File: config.mk
export PLATFORM = sky130hd
export DESIGN_NAME = taxi_basex_link_mon
export DESIGN_NICKNAME = d
export VERILOG_FILES = /design/src/rtl/taxi_basex_link_mon_pkg.sv /design/src/rtl/taxi_pulse_stretch.sv /design/src/rtl/taxi_sync_signal.sv /design/src/rtl/taxi_basex_link_mon.sv
export SDC_FILE = /design/constraint.sdc
export NUM_CORES = 1
export LEC_CHECK = 0
export BUFFER_PORTS_ARGS = -buffer_cell sky130_fd_sc_hd__buf_2
export CORE_ASPECT_RATIO = 0.6
export CORE_MARGIN = 2
export CORE_UTILIZATION = 52
export DETAILED_ROUTE_END_ITERATION = 8
export PLACE_DENSITY = 0.75
export SLEW_MARGIN = 5
export SYNTH_ARGS = -nofsm -noshare
export SYNTH_HDL_FRONTEND = slang
export SYNTH_SLANG_ARGS = --single-unit
File: constraint.sdc
create_clock -name clk -period 2.7 [get_ports clk]
set_clock_uncertainty 0.2 [all_clocks]
set_input_delay 0.135 -clock clk [delete_from_list [all_inputs] [get_ports clk]]
set_output_delay 0.135 -clock clk [all_outputs]
set_load 0.01 [all_outputs]
File: src/rtl/taxi_basex_link_mon_pkg.sv
// Shared types and constants for the 1000BASE-X link monitor.
package taxi_basex_link_mon_pkg;

  typedef enum logic [1:0] {
    ST_DOWN = 2'd0,
    ST_QUAL = 2'd1,
    ST_UP   = 2'd2
  } link_state_t;

  // Bit positions inside the PCS status vector
  localparam int STAT_LINK       = 0;
  localparam int STAT_RUDI_INV   = 4;
  localparam int STAT_DISPERR    = 5;
  localparam int STAT_NOTINTABLE = 6;

  // Bit positions inside err_sticky
  localparam int ERR_RUDI_INV   = 0;
  localparam int ERR_DISPERR    = 1;
  localparam int ERR_NOTINTABLE = 2;

  // Bit positions inside the synchronised status bundle
  localparam int SYN_LINK       = 0;
  localparam int SYN_RUDI_INV   = 1;
  localparam int SYN_DISPERR    = 2;
  localparam int SYN_NOTINTABLE = 3;
  localparam int SYN_W          = 4;

endpackage

File: src/rtl/taxi_pulse_stretch.sv
// Stretches any strobe to at least LEN cycles; used for LED activity indicators.
module taxi_pulse_stretch #(
  parameter int LEN = 1
) (
  input  logic clk,
  input  logic rst_n,
  input  logic in,
  output logic out
);

  localparam int CW = $clog2(LEN + 1);
  localparam logic [CW-1:0] LEN_V = CW'(LEN);

  logic [CW-1:0] cnt;
  logic [CW-1:0] cnt_next;

  // Reload on a strobe, otherwise count down and park at zero
  always_comb begin
    cnt_next = cnt;
    if (in) begin
      cnt_next = LEN_V;
    end else if (cnt != '0) begin
      cnt_next = cnt - CW'(1);
    end
  end

  // Output flop follows the next counter value so it rises one cycle after the strobe
  always_ff @(posedge clk or negedge rst_n) begin
    if (!rst_n) begin
      cnt <= '0;
      out <= 1'b0;
    end else begin
      cnt <= cnt_next;
      out <= (cnt_next != '0);
    end
  end

endmodule

File: src/rtl/taxi_sync_signal.sv
// N-stage flop synchronizer for a bundle of slow, independent level signals.
module taxi_sync_signal #(
  parameter int WIDTH = 1,
  parameter int N     = 2
) (
  input  logic             clk,
  input  logic             rst_n,
  input  logic [WIDTH-1:0] in,
  output logic [WIDTH-1:0] out
);

  logic [N-1:0][WIDTH-1:0] sync_reg;

  // Shift the input through N flops; the last stage is the safe copy
  always_ff @(posedge clk or negedge rst_n) begin
    if (!rst_n) begin
      sync_reg <= '0;
    end else begin
      sync_reg <= {sync_reg[N-2:0], in};
    end
  end

  assign out = sync_reg[N-1];

endmodule

File: src/rtl/taxi_basex_link_mon.sv
// Per-port 1000BASE-X link monitor: qualified link state, flap counter,
// sticky PCS error flags and activity-stretched LEDs.
module taxi_basex_link_mon
  import taxi_basex_link_mon_pkg::*;
#(
  parameter int HOLDOFF_CYCLES = 125000,
  parameter int BLINK_CYCLES   = 6250000,
  parameter int CNT_W          = 16
) (
  input  logic             clk,
  input  logic             rst_n,
  input  logic [15:0]      status_vect,
  input  logic             gmii_rx_dv,
  input  logic             gmii_tx_en,
  input  logic             clear,
  output logic             link_up,
  output logic             link_up_event,
  output logic             link_down_event,
  output logic [CNT_W-1:0] flap_count,
  output logic [2:0]       err_sticky,
  output logic             activity,
  output logic [1:0]       led
);

  localparam int HW = $clog2(HOLDOFF_CYCLES);
  localparam logic [HW-1:0]    HOLD_LAST = HW'(HOLDOFF_CYCLES - 1);
  localparam logic [CNT_W-1:0] FLAP_MAX  = '1;

  logic [SYN_W-1:0] stat_raw;
  logic [SYN_W-1:0] stat_sync;
  logic             s_link;
  logic [2:0]       s_err;
  logic             unused_status;

  link_state_t      state;
  logic [HW-1:0]    hold_cnt;
  logic             flap_inc;

  assign stat_raw[SYN_LINK]       = status_vect[STAT_LINK];
  assign stat_raw[SYN_RUDI_INV]   = status_vect[STAT_RUDI_INV];
  assign stat_raw[SYN_DISPERR]    = status_vect[STAT_DISPERR];
  assign stat_raw[SYN_NOTINTABLE] = status_vect[STAT_NOTINTABLE];
  assign unused_status = ^{status_vect[15:7], status_vect[3:1]};

  taxi_sync_signal #(
    .WIDTH(SYN_W),
    .N    (2)
  ) u_sync (
    .clk  (clk),
    .rst_n(rst_n),
    .in   (stat_raw),
    .out  (stat_sync)
  );

  assign s_link                   = stat_sync[SYN_LINK];
  assign s_err[ERR_RUDI_INV]      = stat_sync[SYN_RUDI_INV];
  assign s_err[ERR_DISPERR]       = stat_sync[SYN_DISPERR];
  assign s_err[ERR_NOTINTABLE]    = stat_sync[SYN_NOTINTABLE];

  assign flap_inc = (state == ST_UP) && !s_link;

  // Link FSM; hold_cnt counts cycles with s_link high since leaving DOWN,
  // so the DOWN->QUAL edge already counts as the first one
  always_ff @(posedge clk or negedge rst_n) begin
    if (!rst_n) begin
      state           <= ST_DOWN;
      hold_cnt        <= '0;
      link_up         <= 1'b0;
      link_up_event   <= 1'b0;
      link_down_event <= 1'b0;
    end else begin
      link_up_event   <= 1'b0;
      link_down_event <= 1'b0;
      case (state)
        ST_DOWN: begin
          hold_cnt <= '0;
          if (s_link) begin
            state    <= ST_QUAL;
            hold_cnt <= HW'(1);
          end
        end
        ST_QUAL: begin
          if (!s_link) begin
            state    <= ST_DOWN;
            hold_cnt <= '0;
          end else if (hold_cnt == HOLD_LAST) begin
            state         <= ST_UP;
            hold_cnt      <= '0;
            link_up       <= 1'b1;
            link_up_event <= 1'b1;
          end else begin
            hold_cnt <= hold_cnt + HW'(1);
          end
        end
        ST_UP: begin
          if (!s_link) begin
            state           <= ST_DOWN;
            link_up         <= 1'b0;
            link_down_event <= 1'b1;
          end
        end
        default: begin
          state    <= ST_DOWN;
          hold_cnt <= '0;
          link_up  <= 1'b0;
        end
      endcase
    end
  end

  // Saturating flap counter; a coincident clear restarts the count at the new drop
  always_ff @(posedge clk or negedge rst_n) begin
    if (!rst_n) begin
      flap_count <= '0;
    end else if (flap_inc) begin
      if (clear) begin
        flap_count <= CNT_W'(1);
      end else if (flap_count != FLAP_MAX) begin
        flap_count <= flap_count + CNT_W'(1);
      end
    end else if (clear) begin
      flap_count <= '0;
    end
  end

  // Sticky error flags; a new error in the clear cycle survives the clear
  always_ff @(posedge clk or negedge rst_n) begin
    if (!rst_n) begin
      err_sticky <= '0;
    end else begin
      err_sticky <= (clear ? 3'b000 : err_sticky) | s_err;
    end
  end

  taxi_pulse_stretch #(
    .LEN(BLINK_CYCLES)
  ) u_act (
    .clk  (clk),
    .rst_n(rst_n),
    .in   (gmii_rx_dv | gmii_tx_en),
    .out  (activity)
  );

  // Registered LED drive so the pins never see combinational glitches
  always_ff @(posedge clk or negedge rst_n) begin
    if (!rst_n) begin
      led <= 2'b00;
    end else begin
      led <= {link_up & activity, link_up};
    end
  end

endmodule

Word-level counts from Yosys, hierarchy flattened
Cells that the tools add are included.
{"block": "totals", "register_bits": 75, "output_inout_bits": 25}
{"block": "op_classes", "n_eq_ne": 9, "bitwise": 4, "n_addsub": 3, "n_mux": 25, "reduce_logical": 10}
{"operator": "$mux 16", "n": 4}
{"operator": "$pmux 17 s3", "n": 1}
{"operator": "$mux 23", "n": 2}
{"operator": "$reduce_bool 23->1", "n": 2}
{"operator": "$mux 17", "n": 2}
{"operator": "$sub 23x1->23 const B", "n": 1}
{"operator": "$add 17x1->17 const B", "n": 1}
{"operator": "$eq 17x17->1 const B", "n": 1}
{"operator": "$add 16x1->16 const B", "n": 1}
{"operator": "$ne 16x16->1 const B", "n": 1}
{"operator": "$mux 1", "n": 9}
{"operator": "$mux 2", "n": 4}
{"operator": "$pmux 2 s3", "n": 1}
{"operator": "$ne 2x1->1 const B", "n": 2}
{"operator": "$ne 2x2->1 const B", "n": 2}
{"operator": "$reduce_and 4->1", "n": 1}
{"operator": "$reduce_bool 2->1", "n": 2}
{"operator": "$mux 3", "n": 1}
{"operator": "$ne 3x3->1 const B", "n": 1}
{"operator": "$or 3x3->3", "n": 1}
{"operator": "$pmux 1 s3", "n": 1}
{"operator": "$reduce_and 3->1", "n": 1}
{"operator": "$eq 2x1->1 const B", "n": 1}
{"operator": "$eq 2x2->1 const B", "n": 1}
{"operator": "7 further kinds", "n": 7}

Longest topological paths before layout
Gate-level depths: netlist of the first run.
{"block": "depth", "depth_word": 4, "ltp_mapped": 10, "ltp_nobuf": 9}

Cells and area by module
From an unflattened synthesis of the first run, not the netlist that was laid out.
{"block": "hier_totals", "cells_unflattened": 388, "hier_area_um2": 3880.0}
{"module": "taxi_basex_link_mon", "cells_each": 225, "seq_area_each_um2": 1076.0, "n_inst": 1, "area_each_um2": 2210.9}
{"module": "taxi_pulse_stretch", "cells_each": 151, "seq_area_each_um2": 600.6, "n_inst": 1, "area_each_um2": 1438.9}
{"module": "taxi_sync_signal", "cells_each": 12, "seq_area_each_um2": 200.2, "n_inst": 1, "area_each_um2": 230.2}

Worst setup path after synthesis of the first run
Ideal clock, no wire load.
{"block": "synth_path", "path_kind": "reg2reg", "startpoint": "register u_act.cnt[0]", "endpoint": "register u_act.out", "period_less_slack_ns": 2.673, "t_arrival_ns": 2.335, "path_stages_with_launch": 11, "setup_slack_ns": 0.027, "path_cell_list": "dfrtp_1 inv_1 ha_1 nor3b_1 nand4_2 or2_0 buf_2 a311o_1 o211ai_2 nand3_1 or4_1"}
{"block": "synth_between", "elab_chain_cells": 4}
{"item": "start, declared", "line": "taxi_pulse_stretch.sv:14", "source": "logic [CW-1:0] cnt;"}
{"item": "start signal, assigned", "line": "taxi_pulse_stretch.sv:33", "source": "cnt <= cnt_next;"}
{"item": "$sub 23x1->23 or $reduce_bool 23->1 (tied branches)", "line": "taxi_pulse_stretch.sv:23, taxi_pulse_stretch.sv:22"}
{"item": "$mux 23 *", "line": "taxi_pulse_stretch.sv:22", "source": "end else if (cnt != '0) begin"}
{"item": "$mux 23 *", "line": "taxi_pulse_stretch.sv:20", "source": "if (in) begin"}
{"item": "$reduce_bool 23->1 *", "line": "taxi_pulse_stretch.sv:34", "source": "out <= (cnt_next != '0);"}
{"item": "end signal, assigned", "line": "taxi_pulse_stretch.sv:34"}
{"item": "end, declared", "line": "taxi_pulse_stretch.sv:8", "source": "output logic out"}
Mark *: on every way between the ends. The rest lies on a longest branch, timed or not.
A chain may end at the register's enable or synchronous reset.

Worst setup path after layout of the first run
{"block": "layout_path", "startpoint": "register u_act.cnt[19]", "endpoint": "register u_act.out"}
Same word-level chain as after synthesis.

==> summary.md, run 1 <==
| Metric | Value |
|---|---|
| Outcome | `complete, but fails checks` |
| Failing checks | `setup timing` |
| Worst slew margin | `37.5%` |
| Most frequent cell after synthesis | `dfrtp_1` |
| Largest regs | `u_act.cnt (23), hold_cnt (17), flap_count (16)` |
| Post-synth top area cell | `dfrtp_1` |
| Hold Vio Cnt, Final | `0` |
| Largest net degree at the start of global routing | `76` |
| Share of layout cells above drive strength 1 | `29.8%` |
| Dpl ws | `-136 ps` |
| CP max FO | `4` |
| Post-Synth Simple-Gate Area | `27.1%` |
| CTS Buf Count | `9` |
| Final wirelength | `about 10,000 um` |
| Total track usage | `between 20% and 30%` |
| Antenna violations before repair | `0` |
| Worst Tran Pin Value | `937 ps` |
| Met3 Wirelength | `688 um` |
| Asr flop ratio synth | `100%` |
| First-pass GRT wire length | `16,400 um` |
| GPL Wtd Cong | `between 0.9 and 1` |
| Worst-path cell chain | `nor3_1 > nand4_2 > buf_4 > o21ai_2 > or3_1 > xor2_2 > o2111ai_1 > or4_1` |
| WS Path Type | `reg -> reg` |
| ANT nets after route | `0` |
| CP Launch Type | `flip-flop` |
| Crit path time final | `2800 ps` |
| Initial Util | `between 50% and 60%` |
| GRT overflow | `0` |
| #FFs+latches synth | `75` |
| Post-synth cell types | `58` |
| Synthesized Nets | `429` |
| Mapped Area | `0.00385 mm^2` |
| H-Tree Depth | `3` |
| Residual DRC | `0` |
| Largest register by flop count | `u_act.cnt` |
| Largest family of logic cells by synthesized area | `simple AND/OR/NAND/NOR gates` |
| Clock sink count | `75` |
| Leakage power | `between 2 and 2.5 nW` |
| Clk buf depth | `2` |
| Worst r2r path cells | `8` |
| Clk Latency, worst-skew pair | `roughly 340 ps` |
| Setup violators final | `1` |
| ANT cells | `0` |
| Synth Instances | `around 400` |
| DR vias | `3,524` |
| Clock transition at the registers of the reported paths | `60 ps` |
| First drt pass iteration count | `5` |
| Critical Path Source | `u_act.cnt[19]` |
| Chip height | `70.6 um` |
| Top post-synthesis cells by area | `dfrtp_1 49%, nor2_1 4.3%, nand2_1 4.1%, o21ai_0 4.0%, xnor2_1 3.6%` |
| Fin crit share | `104%` |
| Hold Path Depth | `4` |
| Slowest-stage cell, CP | `or4_1` |
| Hold Path End | `u_act.cnt[16]` |
| Die X-Extent | `115 um` |
| Wirelength per Cell | `16.5 um` |
| DIE AREA | `0.00813 mm^2` |
| Worst VDD drop | `about 340 uV` |
| Wl on met1 | `4970 um` |
| Nets | `between 500 and 600` |
| Slew Viols, Final | `0` |
| R2R setup slack | `-100 ps` |
| Xor and xnor area share after synthesis | `6.15%` |
| IO Port Bufs | `33` |
| WP buf/inv | `1` |
| Row count | `24` |
| CTS tree | `built` |
| Crit path DAT | `2810 ps` |
| Worst r2r dst | `u_act.out` |
| Vias in the first global route | `3,205` |
| Compound-Gate Fraction of Synth Area | `13.7%` |
| Drt initial violations | `423` |
| P&R area growth vs syn | `32.3%` |
| FF-to-FF Start | `u_act.cnt[19]` |
| DR top layer | `met4` |
| Fmax | `0.357 GHz` |
| Final hold slack | `21.3 ps` |
| Core Area | `0.00721 mm^2` |
| Tot Pwr | `2.55 mW` |
| Worst Slack Setup Final | `-99.6 ps` |
| RSZ-0062 raised after global routing | `yes` |
| Met2 WL | `4220 um` |
| Multiplexer share of the synthesized area | `0.260%` |
| TNS Setup | `-99.6 ps` |
| Root buffer cell | `clkbuf_16` |
| Hpwl dp | `between 6000 and 7000 um` |
| Via-to-Cell Ratio | `approximately 5.8` |
| Worst Hold Class | `in -> reg` |
| Main synth FF type | `dfrtp_1` |
| Syn Area/Cell | `between 9 and 10 um^2` |
| Adder-Cell Fraction of Synth Area | `1.30%` |
| Worst Path Required | `roughly 2700 ps` |
| Most frequent cells after synthesis | `75 x dfrtp_1, 44 x nor2_1, 42 x nand2_1` |
| Hold path start | `gmii_rx_dv` |
| Largest register FFs | `23` |
| CP top delay family | `simple AND/OR/NAND/NOR gates` |
| Synth top area share | `between 40 and 50%` |
| Yosys warning count | `0` |
| PwrDens | `501 mW/mm^2` |
| Max cap viols | `0` |
| Top Ports | `46` |
| Number of synthesized flops with an enable pin | `0` |
| CP peak stage delay | `~490 ps` |
| Finished Core Util | `70.6%` |
| Critical Path End Type | `flip-flop` |
| Register area share after synthesis | `48.8%` |
## per-layer routing
layer / global-route usage, % / vias up
li1: - / 1652
met1: 40.1 / 1702
met2: 35.3 / 149
met3: 7.11 / 21
met4: 6.69 / 0
met5: 0 / -
## what timing repair did
action | in CTS | in global routing
setup buffers | 7 | 8
endpoints found under the hold margin | 92 | 0
resized for setup | 14 | 13
hold buffers | 8 | 0
endpoints found under the setup margin | 1 | 3
pin swaps | 8 | 10
## worst register-to-register path, cell delays in order (launching register included)
cell       delay (ps)
dfrtp_1           390
nor3_1            450
nand4_2           250
buf_4             200
o21ai_2           150
or3_1             190
xor2_2            180
o2111ai_1         160
or4_1             490
## how the worst max path moves through the flow
stage	endpoint	cells past startpoint
after floorplan	u_act.out	10
after global placement	u_act.out	8
after detailed placement	u_act.out	8
after CTS	u_act.out	7
after global routing	u_act.out	7
final	u_act.out	8
## report_power, final
group	switching (mW)	internal, mW	leakage [nW]	total, mW
Clock	0.475	0.717	0.143	1.19
Sequential	0.0156	1.14	0.941	1.16
Combinational	0.112	0.0863	1.10	0.198
Total	0.603	1.95	2.19	2.55
## cell families (layout without fill, tap and decap cells)
group	Yosys count	after routing
xor gates and xnor gates	27	27
buffers and inverters	26	138
adders and majority gates	4	4
AOI/OAI and AO/OA	81	81
and+or+nand+nor	190	190
DFF	75	75
muxes	1	1
## per-stage QoR
stage          instances  instance area [um^2]
2_1_floorplan        404                  3850
3_3_place_gp         568                  4480
3_5_place_dp         568                  4480
4_1_cts              599                  4970
5_1_grt              607                  5090
6_report             607                  5090
## layout by cell type (no fill, tap or decap), types with 9 or more instances in the layout
cell type	count
a21oi_1	10
and3_1	10
buf_2	32
buf_4	71
clkbuf_16	9
dfrtp_1	72
inv_1	10
nand2_1	41
nand3_1	22
nor2_1	43
o21ai_0	31
xnor2_1	16
xor2_1	10
## area by class of cell
cell class / instances / area [um^2]
multi-input cells: 303 / 1980
repair buffers: 112 / 785
inverters: 10 / 37.5
well taps: 91 / 114
clock buffers: 10 / 229
flip-flops and latches: 75 / 1880
fillers: 528 / 2120
clock inverters: 6 / 65.1
Power figures use the tool's default switching activity.
==> run 2, diff against run 1 <==
--- a/config.mk
+++ b/config.mk
@@ -6,11 +6,13 @@
 export NUM_CORES = 1
 export LEC_CHECK = 0
 export BUFFER_PORTS_ARGS = -buffer_cell sky130_fd_sc_hd__buf_2
+export CELL_PAD_IN_SITES_DETAIL_PLACEMENT = 2
+export CELL_PAD_IN_SITES_GLOBAL_PLACEMENT = 2
 export CORE_ASPECT_RATIO = 0.6
 export CORE_MARGIN = 2
-export CORE_UTILIZATION = 52
+export CORE_UTILIZATION = 33
 export DETAILED_ROUTE_END_ITERATION = 8
-export PLACE_DENSITY = 0.75
+export PLACE_DENSITY = 0.76
 export SLEW_MARGIN = 5
 export SYNTH_ARGS = -nofsm -noshare
 export SYNTH_HDL_FRONTEND = slang
==> run 2 against run 1 <==
- the flow still finishes with violations (setup timing)
- combinational power up 12%
- sequential power about the same
- cell area up 1.7%
- largest cell class unchanged
==> summary.md, run 2 (synthesis results as in run 1) <==
| Metric | Value |
|---|---|
| Combinational Power Share | `8.6% (+0.8 points)` |
| Fin crit share | `108% (+4.1 points)` |
| Clock Power Share | `45.9% (-0.8 points)` |
| Row count | `30 (+25%)` |
| Most frequent cells in the layout | `75 x dfrtp_1, 72 x buf_4, 43 x nor2_1` |
| Max cap viols | `0 (unchanged)` |
| Chip height | `87.6 um (+24%)` |
| DIE AREA | `0.0126 mm^2 (+55%)` |
| Worst Slack Setup Final | `-210 ps (-111 ps)` |
| TNS Setup | `-210 ps (-111 ps)` |
| ANT nets after route | `0 (unchanged)` |
| Leakage power | `2.20 nW (+0.35%)` |
| Residual DRC | `0 (unchanged)` |
| Psw | `0.682 mW (+13%)` |
| Worst Hold Class | `in -> reg` |
| GRT overflow | `0 (unchanged)` |
| First drt pass iteration count | `4 (-1)` |
| GPL Wtd Cong | `0.923 (-5.6%)` |
| WS Path Type | `reg -> reg` |
| PwrDens | `493 mW/mm^2 (-1.6%)` |
| Outcome | `complete, but fails checks` |
| Worst Path Required | `2720 ps (about the same)` |
| Finished Core Util | `45.7% (-25 points)` |
| Internal power | `1.87 mW (-4.0%)` |
| First-pass GRT wire length | `23,200 um (+42%)` |
| P&R area growth vs syn | `34.5%` |
| Clk Latency, worst-skew pair | `360 ps (+20 ps)` |
| Slowest-stage cell, CP | `or4_1` |
| CP top delay family | `simple AND/OR/NAND/NOR gates` |
| CTS Buf Count | `9 (unchanged)` |
| H-Tree Depth | `3 (unchanged)` |
| CP max FO | `3 (-1)` |
| Final wirelength | `15,100 um (+51%)` |
| DR vias | `3,685 (+4.6%)` |
| RSZ-0062 raised after global routing | `yes` |
| Largest register FFs | `23 (unchanged)` |
| CTS tree | `built` |
| Fmax | `0.344 GHz (-3.8%)` |
| Core Area | `0.0113 mm^2 (+57%)` |
| Largest register by flop count | `u_act.cnt` |
| CP Launch Type | `flip-flop` |
| Largest net degree at the start of global routing | `76 (unchanged)` |
| Total track usage | `24.8% (-0.98 points)` |
| WP buf/inv | `2 (+1)` |
| Clock transition at the registers of the reported paths | `70 ps (about the same)` |
| Root buffer cell | `clkbuf_16` |
| Hold Vio Cnt, Final | `0 (unchanged)` |
| Most common cell after layout, fill and taps aside | `dfrtp_1` |
| Antenna violations before repair | `0 (unchanged)` |
| Share of layout cells above drive strength 1 | `30.0% (+0.19 points)` |
| Vias in the first global route | `4,070 (+27%)` |
| Worst Tran Pin Value | `1010 ps (+69.9 ps)` |
| Initial Util | `33.9% (-19 points)` |
| Most Frequent Cell on Critical Path | `buf_4` |
| CP peak stage delay | `540 ps (+50 ps)` |
| Slew Viols, Final | `0 (unchanged)` |
| Wirelength per Cell | `22.4 um (+36%)` |
| Worst-path cell chain | `nor4_4 > buf_4 > nand4_2 > buf_4 > o21ai_2 > or3_4 > xor2_4 > o2111ai_2 > or4_1` |
| Sw Share | `26.7% (+3.1 points)` |
| Top Ports | `46 (unchanged)` |
| Failing checks | `setup timing` |
| Setup violators final | `1 (unchanged)` |
| Nets | `536 (unchanged)` |
| Crit path time final | `2910 ps (+111 ps)` |
| Critical Path End Type | `flip-flop` |
| ANT cells | `0 (unchanged)` |
| Largest regs | `u_act.cnt (23), hold_cnt (17), flap_count (16)` |
| Clock sink count | `75 (unchanged)` |
| Hpwl dp | `9930 um (+47%)` |
| Clk buf depth | `2 (unchanged)` |
| Worst slew margin | `32.8% (-4.7 points)` |
| Worst VDD drop | `230 uV (-32%)` |
| Via-to-Cell Ratio | `5.45 (-6.1%)` |
| Drt initial violations | `188 (-56%)` |
| Crit path DAT | `2930 ps (+120 ps)` |
| IO Port Bufs | `33 (unchanged)` |
| Die X-Extent | `143 um (+25%)` |
| Seq pwr share | `45.5% (about the same)` |
-- run 2: cell type report --
class	count	area, um^2
Fill cell	1214	6160
Timing Repair Buffer	112	781
Inverter	10	37.5
Clock inverter	7	57.6
Tap cell	160	200
Multi-Input combinational cell	303	2000
Clock buffer	9	225
Sequential cell	75	1880
-- run 2: what timing repair did --
item | CTS | global route
pin swaps | 8 | 4
endpoints found under the setup margin | 1 | 3
hold buffers | 8 | 0
endpoints found under the hold margin | 93 | 0
gates resized for setup | 12 | 13
buffers inserted | 6 | 0
-- run 2: path summary, 6_finish.rpt --
check                           depth (start not counted)        endpoint                from  slack (ps)
worst max-delay path                                    9       u_act.out        u_act.cnt[3]        -210
worst min-delay path                                    3    u_act.cnt[5]          gmii_tx_en         130
worst max register to register                          9       u_act.out        u_act.cnt[3]        -210
worst min register to register                          0   u_sync.out[1]  u_sync.sync_reg[1]         150
max in group asynchronous                               2     hold_cnt[8]               rst_n        1350
min in group asynchronous                               2  flap_count[11]               rst_n         310
-- run 2: power by group through the flow --
| stage | Sequential (mW) | Clock [mW] | Combinational [mW] |
|---|---|---|---|
| 2_1_floorplan | 1.18 | 0 | 0.0844 |
| 3_3_place_gp | 1.18 | 0 | 0.184 |
| 3_5_place_dp | 1.18 | 0 | 0.193 |
| 4_1_cts | 1.16 | 1.18 | 0.211 |
| 5_1_grt | 1.16 | 1.23 | 0.238 |
| 6_report | 1.16 | 1.17 | 0.221 |
-- run 2: routing by layer --
layer / share of wire (%) / global-route usage (%) / vias to the layer above
met5: 0 / 0 / -
met4: 1.9 / 8.02 / 0
met3: 4.4 / 5.74 / 22
met2: 47 / 40.8 / 82
met1: 46 / 32.7 / 1914
li1: - / - / 1667
-- run 2: per-stage QoR --
stage	instances	instance area [um^2]	total power, mW	worst slack [ps]	hold slack (ps)
6_report	676	5170	2.55	-210	129
5_1_grt	676	5170	2.63	-254	153
4_1_cts	676	5100	2.55	-72.1	80.3
3_5_place_dp	646	4640	1.37	-199	45.9
3_3_place_gp	646	4640	1.36	-109	51.3
2_1_floorplan	404	3850	1.26	26.5	-361
-- run 2: tightest hold or removal path: stages --
cell and delay, ps:
buf_2 90, or2_2 330, a21oi_1 70
